## config.mk

```make
export PLATFORM = sky130hd
export DESIGN_NAME = inst_encoder
export DESIGN_NICKNAME = d
export VERILOG_FILES = /design/src/rtl/inst_encoder_pkg.sv /design/src/rtl/inst_encoder_imm_pack.sv /design/src/rtl/inst_encoder.sv
export SDC_FILE = /design/constraint.sdc
export NUM_CORES = 1
export LEC_CHECK = 0
export CORE_ASPECT_RATIO = 2
export CORE_MARGIN = 10
export CORE_UTILIZATION = 35
export CTS_BUF_LIST = sky130_fd_sc_hd__clkbuf_8
export CTS_CLUSTER_SIZE = 16
export DETAILED_ROUTE_END_ITERATION = 16
export DONT_BUFFER_PORTS = 1
export HOLD_SLACK_MARGIN = 0.08
export PLACE_DENSITY = 0.57
export SETUP_SLACK_MARGIN = 0.05
export SYNTH_ARGS = -nofsm -noshare
export SYNTH_HDL_FRONTEND = slang
export SYNTH_HIERARCHICAL = 1
export SYNTH_SLANG_ARGS = --single-unit
```

## constraint.sdc

```tcl
create_clock -name clk_i -period 10.1 [get_ports clk_i]
set_clock_uncertainty 0.05 [all_clocks]
set_input_delay 3.03 -clock clk_i [delete_from_list [all_inputs] [get_ports clk_i]]
set_output_delay 3.03 -clock clk_i [all_outputs]
set_load 0.01 [all_outputs]
```

## src/rtl/inst_encoder_pkg.sv

```systemverilog
// Shared definitions for the instruction encoder: format/error codes,
// the NOP word, opcode constants and the queue entry payload.
package inst_encoder_pkg;

  localparam int unsigned XLEN   = 32;
  localparam int unsigned QDEPTH = 2;
  localparam int unsigned STAT_W = 16;

  typedef enum logic [2:0] {
    FMT_R = 3'd0,
    FMT_I = 3'd1,
    FMT_S = 3'd2,
    FMT_B = 3'd3,
    FMT_U = 3'd4,
    FMT_J = 3'd5
  } fmt_e;

  typedef enum logic [1:0] {
    ERR_OK       = 2'b00,
    ERR_RANGE    = 2'b01,
    ERR_MISALIGN = 2'b10,
    ERR_FMT      = 2'b11
  } err_e;

  localparam logic [XLEN-1:0] NOP_INST = 32'h0000_0013;

  localparam logic [6:0] OP_LUI    = 7'h37;
  localparam logic [6:0] OP_AUIPC  = 7'h17;
  localparam logic [6:0] OP_JAL    = 7'h6F;
  localparam logic [6:0] OP_BRANCH = 7'h63;
  localparam logic [6:0] OP_LOAD   = 7'h03;
  localparam logic [6:0] OP_STORE  = 7'h23;
  localparam logic [6:0] OP_OPIMM  = 7'h13;
  localparam logic [6:0] OP_OP     = 7'h33;

  typedef struct packed {
    logic [XLEN-1:0] inst;
    logic            err;
    err_e            code;
  } entry_t;

endpackage

```

## src/rtl/inst_encoder_imm_pack.sv

```systemverilog
// Combinational field packing and immediate legality check for one request.
module imm_pack
  import inst_encoder_pkg::*;
(
  input  logic [2:0]      fmt,
  input  logic [6:0]      opcode,
  input  logic [4:0]      rd,
  input  logic [4:0]      rs1,
  input  logic [4:0]      rs2,
  input  logic [2:0]      funct3,
  input  logic [6:0]      funct7,
  input  logic [XLEN-1:0] imm,
  output entry_t          entry_c
);

  logic [XLEN-1:0] raw;
  err_e            code;

  // A field fits when all bits above its sign bit copy that sign bit.
  always_comb begin
    raw  = '0;
    code = ERR_OK;
    case (fmt_e'(fmt))
      FMT_R: raw = {funct7, rs2, rs1, funct3, rd, opcode};
      FMT_I: begin
        raw = {imm[11:0], rs1, funct3, rd, opcode};
        if (!((&imm[31:11]) || !(|imm[31:11]))) code = ERR_RANGE;
      end
      FMT_S: begin
        raw = {imm[11:5], rs2, rs1, funct3, imm[4:0], opcode};
        if (!((&imm[31:11]) || !(|imm[31:11]))) code = ERR_RANGE;
      end
      FMT_B: begin
        raw = {imm[12], imm[10:5], rs2, rs1, funct3, imm[4:1], imm[11], opcode};
        if (imm[0])                                   code = ERR_MISALIGN;
        else if (!((&imm[31:12]) || !(|imm[31:12]))) code = ERR_RANGE;
      end
      FMT_U: begin
        raw = {imm[31:12], rd, opcode};
        if (|imm[11:0]) code = ERR_RANGE;
      end
      FMT_J: begin
        raw = {imm[20], imm[10:1], imm[11], imm[19:12], rd, opcode};
        if (imm[0])                                   code = ERR_MISALIGN;
        else if (!((&imm[31:20]) || !(|imm[31:20]))) code = ERR_RANGE;
      end
      default: code = ERR_FMT;
    endcase
  end

  always_comb begin
    entry_c      = '0;
    entry_c.code = code;
    entry_c.err  = (code != ERR_OK);
    entry_c.inst = entry_c.err ? NOP_INST : raw;
  end

endmodule

```

## src/rtl/inst_encoder.sv

```systemverilog
// Instruction encoder: accepts field sets, queues encoded words in a
// 2-entry in-order queue with registered outputs, and keeps statistics.
module inst_encoder
  import inst_encoder_pkg::*;
(
  input  logic              clk_i,
  input  logic              rst_i,
  input  logic              in_valid_i,
  output logic              in_ready_o,
  input  logic [2:0]        fmt_i,
  input  logic [6:0]        opcode_i,
  input  logic [4:0]        rd_i,
  input  logic [4:0]        rs1_i,
  input  logic [4:0]        rs2_i,
  input  logic [2:0]        funct3_i,
  input  logic [6:0]        funct7_i,
  input  logic [XLEN-1:0]   imm_i,
  output logic              out_valid_o,
  input  logic              out_ready_i,
  output logic [XLEN-1:0]   inst_o,
  output logic              err_o,
  output logic [1:0]        err_code_o,
  output logic [STAT_W-1:0] enc_count_o,
  output logic [STAT_W-1:0] err_count_o
);

  localparam int unsigned OCC_W = 2;

  entry_t            new_entry_c;
  entry_t            mem_q [QDEPTH];
  entry_t            head_d;
  logic              rd_ptr_q, rd_ptr_d;
  logic              wr_ptr_q, wr_ptr_d;
  logic [OCC_W-1:0]  occ_q, occ_d;
  logic              accept_c, consume_c, valid_d;

  imm_pack u_imm_pack (
    .fmt     (fmt_i),
    .opcode  (opcode_i),
    .rd      (rd_i),
    .rs1     (rs1_i),
    .rs2     (rs2_i),
    .funct3  (funct3_i),
    .funct7  (funct7_i),
    .imm     (imm_i),
    .entry_c (new_entry_c)
  );

  assign accept_c  = in_valid_i & in_ready_o;
  assign consume_c = out_valid_o & out_ready_i;

  // Next head: a fresh accept lands at the head when it writes the slot the
  // read pointer moves to (empty queue, or accept+consume at occupancy 1).
  always_comb begin
    occ_d    = occ_q + OCC_W'(accept_c) - OCC_W'(consume_c);
    rd_ptr_d = rd_ptr_q ^ consume_c;
    wr_ptr_d = wr_ptr_q ^ accept_c;
    valid_d  = (occ_d != '0);
    head_d   = mem_q[rd_ptr_d];
    if (accept_c && (rd_ptr_d == wr_ptr_q)) head_d = new_entry_c;
  end

  always_ff @(posedge clk_i or posedge rst_i) begin
    if (rst_i) begin
      for (int unsigned i = 0; i < QDEPTH; i++) mem_q[i] <= '0;
      rd_ptr_q <= 1'b0;
      wr_ptr_q <= 1'b0;
      occ_q    <= '0;
    end else begin
      if (accept_c) mem_q[wr_ptr_q] <= new_entry_c;
      rd_ptr_q <= rd_ptr_d;
      wr_ptr_q <= wr_ptr_d;
      occ_q    <= occ_d;
    end
  end

  // Registered view of the next head; payload forced to zero when empty.
  always_ff @(posedge clk_i or posedge rst_i) begin
    if (rst_i) begin
      out_valid_o <= 1'b0;
      in_ready_o  <= 1'b1;
      inst_o      <= '0;
      err_o       <= 1'b0;
      err_code_o  <= '0;
    end else begin
      out_valid_o <= valid_d;
      in_ready_o  <= (occ_d < OCC_W'(QDEPTH));
      inst_o      <= valid_d ? head_d.inst : '0;
      err_o       <= valid_d ? head_d.err  : 1'b0;
      err_code_o  <= valid_d ? head_d.code : ERR_OK;
    end
  end

  always_ff @(posedge clk_i or posedge rst_i) begin
    if (rst_i) begin
      enc_count_o <= '0;
      err_count_o <= '0;
    end else if (consume_c) begin
      if (enc_count_o != '1)          enc_count_o <= enc_count_o + STAT_W'(1);
      if (err_o && err_count_o != '1) err_count_o <= err_count_o + STAT_W'(1);
    end
  end

endmodule
```

==> impl_table.tex, run 1 <==
\begin{tabular}{lr}
\hline
Metric & Value \\
\hline
\multicolumn{2}{l}{\textbf{Outcome}} \\
Result of the run & completed \\
\multicolumn{2}{l}{\textbf{Global routing}} \\
Maximum number of pins on one net before global-route repair & 77 \\
Total overflow reported by the global router & 0 \\
Total GRT Usage & roughly 15\% \\
Global-route wire length before repair & 30300 um \\
Vias in the first global route & 5134 \\
Antenna violations before repair & 6 \\
\multicolumn{2}{l}{\textbf{STA}} \\
Hold violation count in the final report & 0 \\
Relative slew margins & 31.8\% \\
Final sum of negative setup slack & 0 ps \\
Final-layout worst hold slack & about 460 ps \\
Setup violators final & 0 \\
Worst-Margin Slew & 1020 ps \\
Minimum setup slack in the final design & 5200 ps \\
Maximum frequency from static timing analysis & 204 MHz \\
Fin crit period & 4900 ps \\
Setup repair after global routing missed its margin & false \\
Max Transition Viols Final & 0 \\
Post-route fraction of the period consumed by the critical path & 48.6\% \\
\multicolumn{2}{l}{\textbf{Clock network}} \\
CTS H-Tree Depth & 4 \\
CTS resizes & 0 \\
\# hold bufs at CTS & 0 \\
CTS Root Cell & clkbuf\_8 \\
Total clock buffers created by CTS & 17 \\
Clk sinks & 143 \\
Buffer count from post-CTS setup fixing & 0 \\
Maximum root-to-sink buffer count & 2 \\
TritonCTS clock tree & done \\
Clock transition at the registers of the reported paths & 80 ps \\
Clk\_lat worst skew & 460 ps \\
\multicolumn{2}{l}{\textbf{Die}} \\
Number of primary I/O pins & 140 \\
Effective utilization at floorplan & 35.6\% \\
Die Ht & 224 um \\
Core Footprint & slightly above 20000 um2 \\
Num rows & 74 \\
Area of the die & between 20000 and 30000 um2 \\
Horizontal die dimension & 122 um \\
\multicolumn{2}{l}{\textbf{Yosys}} \\
Proportion of register bits with asynchronous set or reset after synthesis & 100\% \\
Cells after synthesis & 596 \\
Dominant synthesized flop cell & dfrtp\_1 \\
EDFF count, synth & 0 \\
Leading post-synthesis cells by cell area & dfrtp\_1 (49\%), mux2\_2 (11\%), mux2i\_1 (6.2\%) \\
Most instantiated cells after synthesis & dfrtp\_1 (142), mux2\_2 (73), mux2i\_1 (45), nor2\_1 (45), nor4\_1 (32) \\
Sequential element share of the synthesized area & 49.2\% \\
Largest area contributor in the synthesized netlist & dfrtp\_1 \\
Count of different cell masters after synthesis & 52 \\
Top-count cell post-synth & dfrtp\_1 \\
Synthesized flop and latch total & 143 \\
Synthesis warning total & 6 \\
Top cell type's share of synthesized area & 48.8\% \\
Area of the mapped netlist & $\sim$7300 um2 \\
Synthesized area divided by synthesized cell count & 12.2 um2 \\
Net count after synthesis & 670 \\
\multicolumn{2}{l}{\textbf{Power}} \\
Cell internal pwr & 1.39 mW \\
Overall Power & 2.24 mW \\
Part of the power in registers & 42.5\% \\
Switching share of total power & 37.8\% \\
Pleak & between 3 and 4 nW \\
Switching Power & 847 uW \\
IR drop worst, VDD & between 0.15 and 0.2 mV \\
PD cells & 285 nW/um2 \\
Clock network power share & 21.7\% \\
Gate power share & 35.8\% \\
\multicolumn{2}{l}{\textbf{Layout}} \\
Final cell count without fillers & around 860 \\
Number of nets at the end of the flow & 655 \\
Fraction of final layout cells sized beyond drive strength 1 & 27.4\% \\
Final core area utilization & 38.4\% \\
Area growth from synthesis to layout & 7.87\% \\
Final cell area excluding filler cells & 7850 um2 \\
\multicolumn{2}{l}{\textbf{Hold path}} \\
Path type of the worst min-delay path & reg2reg \\
\multicolumn{2}{l}{\textbf{Critical path}} \\
List of cells traversed by the critical path & nand4\_1 > nor3\_1 > and3\_1 > o41ai\_4 > buf\_4 > nor4\_1 > nor2\_1 > a211oi\_2 \\
CP Launch Type & primary input \\
Arrival time of the worst setup path & between 5000 and 6000 ps \\
Required time at the endpoint of the critical path & 10410 ps \\
Worst Setup Path Type & in2reg \\
Crit path largest cell delay & 580 ps \\
Worst path buffer plus inverter count & 1 \\
Slowest cell on crit path & nor4\_1 \\
Family of cells with the greatest summed delay on the critical path & simple AND/OR/NAND/NOR gates \\
Endpoint class of the critical path & flop \\
Biggest fanout along the worst timing path & 34 \\
\multicolumn{2}{l}{\textbf{Drt}} \\
Routed len/inst & 23.3 um \\
Routed via count divided by cell count & 5.72 \\
Total detailed-routing wirelength & 20100 um \\
Remaining antenna violation count & 0 \\
DRC marker count from the first detailed-route iteration & 357 \\
Overall via count from detail\_route & 4921 \\
DRC Markers & 0 \\
Pre-Repair DR Iteration Count & 4 \\
\multicolumn{2}{l}{\textbf{Placement}} \\
Worst setup slack before clock tree synthesis & 4730 ps \\
Half-perimeter wire length of the detailed placement result & 14000 um \\
Final RePlAce weighted congestion & 0.786 \\
Placed instance count & 828 \\
Number of port buffers & 0 \\
Placed standard-cell area & 7430 um2 \\
\multicolumn{2}{l}{\textbf{Job}} \\
Number of max-cap violations & 0 \\
\hline
\end{tabular}
## final timing paths
path	start	endpoint	slack, ps	cells past startpoint
min	mem_q[12]	mem_q[12]	460	1
min reg2reg	mem_q[12]	mem_q[12]	460	1
max	imm_i[25]	inst_o[28]	5200	8
max in group asynchronous	rst_i	inst_o[21]	6130	2
max reg2reg	in_ready_o	inst_o[31]	7540	10
min in group asynchronous	rst_i	err_count_o[2]	2460	1
## placed cells by master, fill, tap and decap left out, drive strengths merged, types with 12 or more instances in the layout
cell type | synthesis | routed
inv | 8 | 12
a22oi | 21 | 21
nand2 | 19 | 19
xnor2 | 27 | 27
nand3 | 14 | 14
nor2 | 47 | 47
mux2 | 73 | 73
a211oi | 37 | 37
nand4 | 20 | 20
clkbuf | 9 | 17
nor4 | 34 | 34
mux2i | 45 | 45
dfrtp | 142 | 142
## sequential cells by signal, indices dropped and copies added (netlist names), 2 cells and up
name / flops
mem_q: 70
inst_o: 32
enc_count_o: 16
err_count_o: 16
err_code_o: 2
occ_q: 2
## area by class of cell
type | instances | area (um2)
Antenna cell | 1 | 2.50
Clock buffer | 17 | 234
Clock inverter | 15 | 186
Fill cell | 1958 | 12600
Inverter | 8 | 35.0
Multi-Input combinational cell | 406 | 3440
Sequential cell | 143 | 3580
Tap cell | 266 | 333
Timing Repair Buffer | 5 | 37.5
## routing by layer
layer  track usage [%]  share of wire (%)  wire, um  vias to the layer above
met5                 0                  0         0                        -
met4              7.31                4.7       935                        0
met3              5.19                8.5      1710                       52
met2              25.9                 53     10600                      199
met1              14.3                 34      6820                     2469
li1                  -                  -         -                     2201
## logic make-up (layout without fill, tap and decap cells)
logic type / Yosys count / count (layout) / synth area share [%]
adder cells (fa/ha/maj): 3 / 3 / 0.516
flip-flops: 143 / 143 / 49.2
buffers and inverters: 47 / 45 / 4.04
AND/OR/NAND/NOR: 164 / 164 / 13.1
multiplexers: 118 / 118 / 17.5
AO/OA/AOI/OAI: 88 / 88 / 11.3
other: 0 / 1 / 0
XOR/XNOR: 33 / 33 / 4.42
## worst register-to-register path: cells and delay by family, from the launching register on
family / cells / cell delay [ps]
flip-flops: 1 / 650
adder cells (fa/ha/maj): 1 / 180
AND/OR/NAND/NOR: 4 / 360
AO/OA/AOI/OAI: 1 / 130
XOR/XNOR: 2 / 370
buffers and inverters: 2 / 650
## power by group through the flow
stage                     Sequential [mW]  Combinational [mW]  Clock (mW)
after floorplan                     0.907               0.718           0
after global placement              0.956               0.797           0
after detailed placement            0.970               0.812           0
after CTS                           0.959               0.817       0.500
after global routing                0.981               0.880       0.521
final                               0.952               0.803       0.485
No activity file was read; power rests on OpenSTA's default activity.
==> run 2, diff against run 1 <==
- ABC_AREA: unset -> 1
- PLACE_DENSITY: 0.57 -> 0.59
- clock period: 10.1 -> 4.09 ns (I/O delays scaled with it)
==> impl_table.tex, run 2 <==
\begin{tabular}{lr}
\hline
Metric & Value \\
\hline
\multicolumn{2}{l}{\textbf{Global routing}} \\
Antenna violations before repair & 1 (-5) \\
Total GRT Usage & 15.5\% (+0.94 points) \\
Vias in the first global route & 6845 (+33\%) \\
Global-route track usage on met3 & 4.33\% (-0.86 points) \\
GR Layer Usage met1 & 16.4\% (+2.1 points) \\
Maximum number of pins on one net before global-route repair & 72 (-6.5\%) \\
Layer carrying the most global-route usage & met2 \\
Met2 Track Usage GR & 27.6\% (+1.7 points) \\
Total overflow reported by the global router & 0 (unchanged) \\
Global-route wire length before repair & 37200 um (+23\%) \\
\multicolumn{2}{l}{\textbf{STA}} \\
Max Transition Viols Final & 0 (unchanged) \\
Setup violators final & 0 (unchanged) \\
Worst-Margin Slew & 970 ps (-51.1 ps) \\
Fin crit period & 2560 ps \\
Final sum of negative setup slack & 0 ps (unchanged) \\
Maximum frequency from static timing analysis & 390 MHz \\
Post-route fraction of the period consumed by the critical path & 62.6\% \\
Relative slew margins & 35.1\% (+3.2 points) \\
Hold violation count in the final report & 0 (unchanged) \\
Final-layout worst hold slack & 438 ps (-19.7 ps) \\
Setup repair after global routing missed its margin & false \\
\multicolumn{2}{l}{\textbf{Hold path}} \\
Endpoint of the worst hold path & mem\_q[34] \\
Depth of the worst hold-timing path & 2 (+1) \\
Start point of the worst min-delay path & mem\_q[34] \\
Path type of the worst min-delay path & reg2reg \\
\multicolumn{2}{l}{\textbf{Yosys}} \\
Synthesis warning total & 6 (unchanged) \\
Synthesized area divided by synthesized cell count & 7.00 um2 (-43\%) \\
Proportion of register bits with asynchronous set or reset after synthesis & 100\% (unchanged) \\
Synthesized flop and latch total & 143 (unchanged) \\
Count of different cell masters after synthesis & 40 (-23\%) \\
Most instantiated cells after synthesis & nand2\_1 (446), inv\_1 (161), dfrtp\_1 (142), nor2\_1 (119), o21ai\_0 (80) \\
Top-count cell post-synth & nand2\_1 \\
Cells after synthesis & 1163 (+95\%) \\
EDFF count, synth & 0 (unchanged) \\
Sequential element share of the synthesized area & 44.0\% (-5.2 points) \\
Dominant synthesized flop cell & dfrtp\_1 \\
Top cell type's share of synthesized area & 43.7\% (-5.2 points) \\
Leading post-synthesis cells by cell area & dfrtp\_1 (44\%), nand2\_1 (21\%), inv\_1 (7.4\%) \\
Area of the mapped netlist & 8140 um2 (+12\%) \\
Largest area contributor in the synthesized netlist & dfrtp\_1 \\
Net count after synthesis & 1237 (+85\%) \\
\multicolumn{2}{l}{\textbf{Critical path}} \\
Most used cell, CP & nand2\_1 \\
Family of cells with the greatest summed delay on the critical path & simple AND/OR/NAND/NOR gates \\
Endpoint class of the critical path & flop \\
List of cells traversed by the critical path & nand2\_2 > inv\_2 > nand2\_1 > nand2\_1 > ha\_1 > xnor2\_1 > nand3\_1 > nand3\_2 > buf\_4 > nand2\_1 > nor2\_1 \\
Worst R2R Start & out\_valid\_o \\
Register-to-register path setup slack & 1760 ps (-5780 ps) \\
CP Launch Type & primary input \\
Worst Setup Path Type & in2reg \\
Cell depth of the worst flop-to-flop path & 11 (+1) \\
Worst reg2reg path endpoint & inst\_o[4] \\
Required time at the endpoint of the critical path & 4430 ps (-5980 ps) \\
Arrival time of the worst setup path & 2900 ps (-2310 ps) \\
Biggest fanout along the worst timing path & 23 (-32\%) \\
Worst path buffer plus inverter count & 2 (+1) \\
Slowest cell on crit path & buf\_4 \\
Crit path largest cell delay & 360 ps (-220 ps) \\
\multicolumn{2}{l}{\textbf{Drt}} \\
Overall via count from detail\_route & 6968 (+42\%) \\
DRC marker count from the first detailed-route iteration & 409 (+15\%) \\
Pre-Repair DR Iteration Count & 5 (+1) \\
Routed len/inst & 16.1 um (-31\%) \\
DRC Markers & 0 (unchanged) \\
Remaining antenna violation count & 0 (unchanged) \\
Routed via count divided by cell count & 4.82 (-16\%) \\
Total detailed-routing wirelength & 23300 um (+16\%) \\
\multicolumn{2}{l}{\textbf{Power}} \\
IR drop worst, VDD & 0.356 mV (+110\%) \\
Pleak & 4.55 nW (+35\%) \\
PD cells & 647 nW/um2 (+130\%) \\
\multicolumn{2}{l}{\textbf{Layout}} \\
Final-layout fill cell count & 2454 (+25\%) \\
Most flops, register & mem\_q \\
Combined area of the multi-input logic cells & 3680 um2 (+6.8\%) \\
Commonest cells after routing, fill and taps aside & nand2\_1 (444), inv\_1 (162), dfrtp\_1 (142), nor2\_1 (119), o21ai\_0 (80) \\
Register area & 3580 um2 (unchanged) \\
Largest register FFs & 70 (unchanged) \\
Fraction of final layout cells sized beyond drive strength 1 & 8.32\% (-19 points) \\
Number of nets at the end of the flow & 1227 (+87\%) \\
Area growth from synthesis to layout & 8.76\% \\
Most common cell after layout, fill and taps aside & nand2\_1 \\
Largest registers & mem\_q x70, inst\_o x32 \\
\multicolumn{2}{l}{\textbf{Clock network}} \\
Maximum root-to-sink buffer count & 2 (unchanged) \\
Clock transition at the registers of the reported paths & 80 ps (about the same) \\
CTS resizes & 0 (unchanged) \\
Clk\_lat worst skew & 470 ps (about the same) \\
Clk sinks & 143 (unchanged) \\
\# hold bufs at CTS & 0 (unchanged) \\
CTS Root Cell & clkbuf\_8 \\
TritonCTS clock tree & done \\
Total clock buffers created by CTS & 17 (unchanged) \\
CTS H-Tree Depth & 4 (unchanged) \\
Buffer count from post-CTS setup fixing & 0 (unchanged) \\
\multicolumn{2}{l}{\textbf{Die}} \\
Horizontal die dimension & 128 um (+4.8\%) \\
Core Footprint & 22800 um2 (+12\%) \\
Effective utilization at floorplan & 35.6\% (+0.082 points) \\
Die Ht & 236 um (+5.2\%) \\
Number of primary I/O pins & 140 (unchanged) \\
Num rows & 78 (+5.4\%) \\
Area of the die & 30100 um2 (+10\%) \\
\multicolumn{2}{l}{\textbf{Job}} \\
Number of max-cap violations & 0 (unchanged) \\
\multicolumn{2}{l}{\textbf{Placement}} \\
Final RePlAce weighted congestion & 0.881 (+12\%) \\
Number of port buffers & 0 (unchanged) \\
Half-perimeter wire length of the detailed placement result & 16700 um (+19\%) \\
\multicolumn{2}{l}{\textbf{Outcome}} \\
Result of the run & completed \\
\hline
\end{tabular}
[run 2: kinds of logic after synthesis]
logic type               after synthesis  synth area share, %
buffers and inverters                213                 10.9
XOR/XNOR                              16                 1.72
adder cells (fa/ha/maj)                3                0.461
multiplexers                           7                0.861
AND/OR/NAND/NOR                      677                 34.7
AO/OA/AOI/OAI                        104                 7.35
flip-flops                           143                 44.0
[run 2: worst register-to-register path: stages, from the launching register on]
cell     delay [ps]
dfrtp_1         470
nand2_2         130
inv_2           150
nand2_1          80
nand2_1          70
ha_1            180
xnor2_1         130
nand3_1         130
nand3_2         280
buf_4           370
nand2_1         110
nor2_1          110
[run 2: routing by layer]
| metal | wire length (um) | share of wire, % | up-vias |
|---|---|---|---|
| li1 | - | - | 3524 |
| met1 | 8930 | 38 | 3248 |
| met2 | 12200 | 53 | 164 |
| met3 | 1490 | 6.4 | 32 |
| met4 | 635 | 2.7 | 0 |
| met5 | 0 | 0 | - |
[run 2: cell type report]
cell class	instances	area share (%)
Sequential cell	143	40.4
Clock inverter	11	2.11
Multi-Input combinational cell	807	41.5
Timing Repair Buffer	13	1.38
Antenna cell	1	0.0283
Inverter	171	7.31
Tap cell	280	3.96
Clock buffer	21	3.26
[run 2: how the worst max path moves through the flow]
stage	slack, ps	depth (start not counted)	startpoint	to
floorplan	1020	1	rst_i	enc_count_o[0]
global placement	1120	12	fmt_i[0]	inst_o[31]
detailed placement	1040	11	out_ready_i	inst_o[4]
CTS	1530	11	out_ready_i	inst_o[4]
global route	1360	11	out_ready_i	inst_o[19]
finish	1530	11	out_ready_i	inst_o[4]
[run 2: per-stage QoR]
stage / setup WS, ps / utilization (%) / instance area, um2 / power (mW) / std cells
final: 1530 / 38.8 / 8850 / 5.73 / 1447
after global routing: 1360 / 38.8 / 8850 / 6.24 / 1447
after CTS: 1530 / 38.8 / 8850 / 5.82 / 1446
after detailed placement: 1040 / 36.7 / 8380 / 4.46 / 1414
after global placement: 1120 / 36.7 / 8380 / 4.41 / 1414
after floorplan: 1020 / - / 8140 / 3.89 / 1163
[run 2: report_power, final]
group,internal [mW],switching [mW]
clock,0.787,0.552
sequential,1.89,0.388
combinational,0.680,1.43
total,3.35,2.37
==> run 3, diff against run 2 <==
- PLACE_DENSITY: 0.59 -> 0.57
- clock period: 4.09 -> 2.6 ns (I/O delays scaled with it)
==> impl_table.tex, run 3 (same netlist as run 2, synthesis figures left out) <==
\begin{tabular}{lr}
\hline
Metric & Value \\
\hline
\multicolumn{2}{l}{\textbf{STA}} \\
Final-layout worst hold slack & 250 ps (-188 ps) \\
Final sum of negative setup slack & 0 ps (unchanged) \\
Post-route fraction of the period consumed by the critical path & 84.3\% \\
Hold violation count in the final report & 0 (unchanged) \\
Setup violators final & 0 (unchanged) \\
Maximum frequency from static timing analysis & 456 MHz \\
Minimum setup slack in the final design & 409 ps (-1120 ps) \\
Relative slew margins & 40.5\% (+5.4 points) \\
Setup repair after global routing missed its margin & false \\
Max Transition Viols Final & 0 (unchanged) \\
Fin crit period & $\sim$2200 ps \\
Worst-Margin Slew & 890 ps (-80.2 ps) \\
\multicolumn{2}{l}{\textbf{Critical path}} \\
Required time at the endpoint of the critical path & 2950 ps (-1480 ps) \\
Cell depth of the worst flop-to-flop path & 8 (-3) \\
Endpoint class of the critical path & flop \\
Biggest fanout along the worst timing path & 14 (-39\%) \\
CP Launch Type & flop \\
Worst Setup Path Type & reg2reg \\
Arrival time of the worst setup path & 2540 ps (-360 ps) \\
\multicolumn{2}{l}{\textbf{Layout}} \\
Most common cell after layout, fill and taps aside & nand2\_1 \\
Final core area utilization & 39.0\% (+0.23 points) \\
Most flops, register & mem\_q \\
Final-layout fill cell count & 2465 (+0.45\%) \\
Combined area of the multi-input logic cells & 3680 um2 (unchanged) \\
Largest register FFs & 70 (unchanged) \\
Fraction of final layout cells sized beyond drive strength 1 & 9.18\% (+0.86 points) \\
Commonest cells after routing, fill and taps aside & nand2\_1 (444), inv\_1 (161), dfrtp\_1 (142), nor2\_1 (119), o21ai\_0 (80) \\
Number of nets at the end of the flow & 1237 (+0.81\%) \\
Register area & 3580 um2 (unchanged) \\
Largest registers & mem\_q x70, inst\_o x32 \\
Area growth from synthesis to layout & 9.41\% \\
\multicolumn{2}{l}{\textbf{Global routing}} \\
Global-route track usage on met3 & 4.96\% (+0.63 points) \\
Total overflow reported by the global router & 0 (unchanged) \\
Total GRT Usage & 16.1\% (+0.61 points) \\
Antenna violations before repair & 1 (unchanged) \\
Layer carrying the most global-route usage & met2 \\
Global-route wire length before repair & 38500 um (+3.5\%) \\
Met2 Track Usage GR & 28.6\% (+1.0 points) \\
Maximum number of pins on one net before global-route repair & 65 (-9.7\%) \\
Vias in the first global route & 7070 (+3.3\%) \\
GR Layer Usage met1 & 17.0\% (+0.55 points) \\
\multicolumn{2}{l}{\textbf{Clock network}} \\
Buffer count from post-CTS setup fixing & 0 (unchanged) \\
CTS Root Cell & clkbuf\_8 \\
CTS resizes & 0 (unchanged) \\
Clk sinks & 143 (unchanged) \\
Clock transition at the registers of the reported paths & 80 ps (about the same) \\
Maximum root-to-sink buffer count & 2 (unchanged) \\
Clk\_lat worst skew & 470 ps (about the same) \\
\# hold bufs at CTS & 0 (unchanged) \\
CTS H-Tree Depth & 4 (unchanged) \\
Total clock buffers created by CTS & 17 (unchanged) \\
TritonCTS clock tree & done \\
\multicolumn{2}{l}{\textbf{Drt}} \\
Routed via count divided by cell count & 4.81 (about the same) \\
DRC marker count from the first detailed-route iteration & 400 (-2.2\%) \\
Routed len/inst & 16.2 um (+0.58\%) \\
Overall via count from detail\_route & 7012 (+0.63\%) \\
DRC Markers & 0 (unchanged) \\
Pre-Repair DR Iteration Count & 5 (unchanged) \\
Total detailed-routing wirelength & 23600 um (+1.3\%) \\
Remaining antenna violation count & 0 (unchanged) \\
\multicolumn{2}{l}{\textbf{Placement}} \\
Number of port buffers & 0 (unchanged) \\
Worst setup slack before clock tree synthesis & 213 ps (-823 ps) \\
Final RePlAce weighted congestion & 0.875 (-0.70\%) \\
Half-perimeter wire length of the detailed placement result & 17100 um (+2.3\%) \\
\multicolumn{2}{l}{\textbf{Die}} \\
Effective utilization at floorplan & 35.6\% (unchanged) \\
Number of primary I/O pins & 140 (unchanged) \\
Num rows & 78 (unchanged) \\
Area of the die & 30100 um2 (unchanged) \\
Horizontal die dimension & 128 um (unchanged) \\
Die Ht & 236 um (unchanged) \\
Core Footprint & 22800 um2 (unchanged) \\
\multicolumn{2}{l}{\textbf{Power}} \\
Overall Power & 8.77 mW (+53\%) \\
Switching share of total power & 43.1\% (+1.6 points) \\
Part of the power in registers & 40.7\% (+1.0 points) \\
Pleak & 4.57 nW (+0.43\%) \\
Cell internal pwr & 4.99 mW (+49\%) \\
IR drop worst, VDD & 0.630 mV (+77\%) \\
Switching Power & 3.78 mW (+59\%) \\
Gate power share & 39.1\% (+2.2 points) \\
Clock network power share & 20.2\% (-3.2 points) \\
PD cells & 985 nW/um2 (+52\%) \\
\multicolumn{2}{l}{\textbf{Outcome}} \\
Result of the run & completed \\
\multicolumn{2}{l}{\textbf{Job}} \\
Number of max-cap violations & 0 (unchanged) \\
\multicolumn{2}{l}{\textbf{Hold path}} \\
Path type of the worst min-delay path & in2async \\
\hline
\end{tabular}
==> run 3: cell types whose count changed in the layout (fill, tap and decap cells not counted), sizes merged <==
cell      before  now
inv          171  172
bufinv         5    2
clkinvlp       3    6
buf           13   23
clkbuf        21   18
clkinv         3    5
==> run 3: worst max-delay path: stages (launching register included) <==
cell,delay [ps]
dfrtp_1,500
ha_1,310
nand3_2,150
nor2_4,60
nand2_2,100
nor2_1,60
nor2_1,670
nand2_1,120
nand2_1,90
==> run 3: worst paths after layout <==
check	to	slack (ps)	start
setup / recovery	enc_count_o[1]	410	enc_count_o[0]
hold / removal	mem_q[48]	250	rst_i
setup reg to reg	enc_count_o[1]	410	enc_count_o[0]
hold reg to reg	mem_q[15]	440	mem_q[15]
max in group asynchronous	mem_q[39]	1620	rst_i
min in group clk_i	mem_q[15]	440	mem_q[15]
==> run 3: power groups by stage <==
| stage | Sequential, mW | Combinational [mW] | Clock [mW] |
|---|---|---|---|
| final | 3.57 | 3.43 | 1.78 |
| after global routing | 3.68 | 4.02 | 1.94 |
| after CTS | 3.60 | 3.49 | 1.83 |
| after detailed placement | 3.64 | 3.48 | 0 |
| after global placement | 3.62 | 3.44 | 0 |
| after floorplan | 3.45 | 2.68 | 0 |
==> run 3: final cells by class <==
cell class / instances / share of cell area [%]
clock inverter: 14 / 1.60
sequential: 143 / 40.2
timing repair buffer: 23 / 2.92
multi-input combinational: 807 / 41.3
tap: 280 / 3.93
antenna: 1 / 0.0281
inverter: 171 / 7.26
clock buffer: 18 / 2.78
==> run 3: per-stage QoR <==
stage               cell area [um2]  cells
floorplan                      8150   1163
global route                   8910   1457
finish                         8910   1457
detailed placement             8510   1424
CTS                            8900   1456
global placement               8510   1424
==> run 3: per-layer routing <==
| metal | share of wire, % | vias to the layer above |
|---|---|---|
| li1 | - | 3553 |
| met1 | 38 | 3224 |
| met2 | 53 | 200 |
| met3 | 7.0 | 35 |
| met4 | 2.6 | 0 |
| met5 | 0 | - |
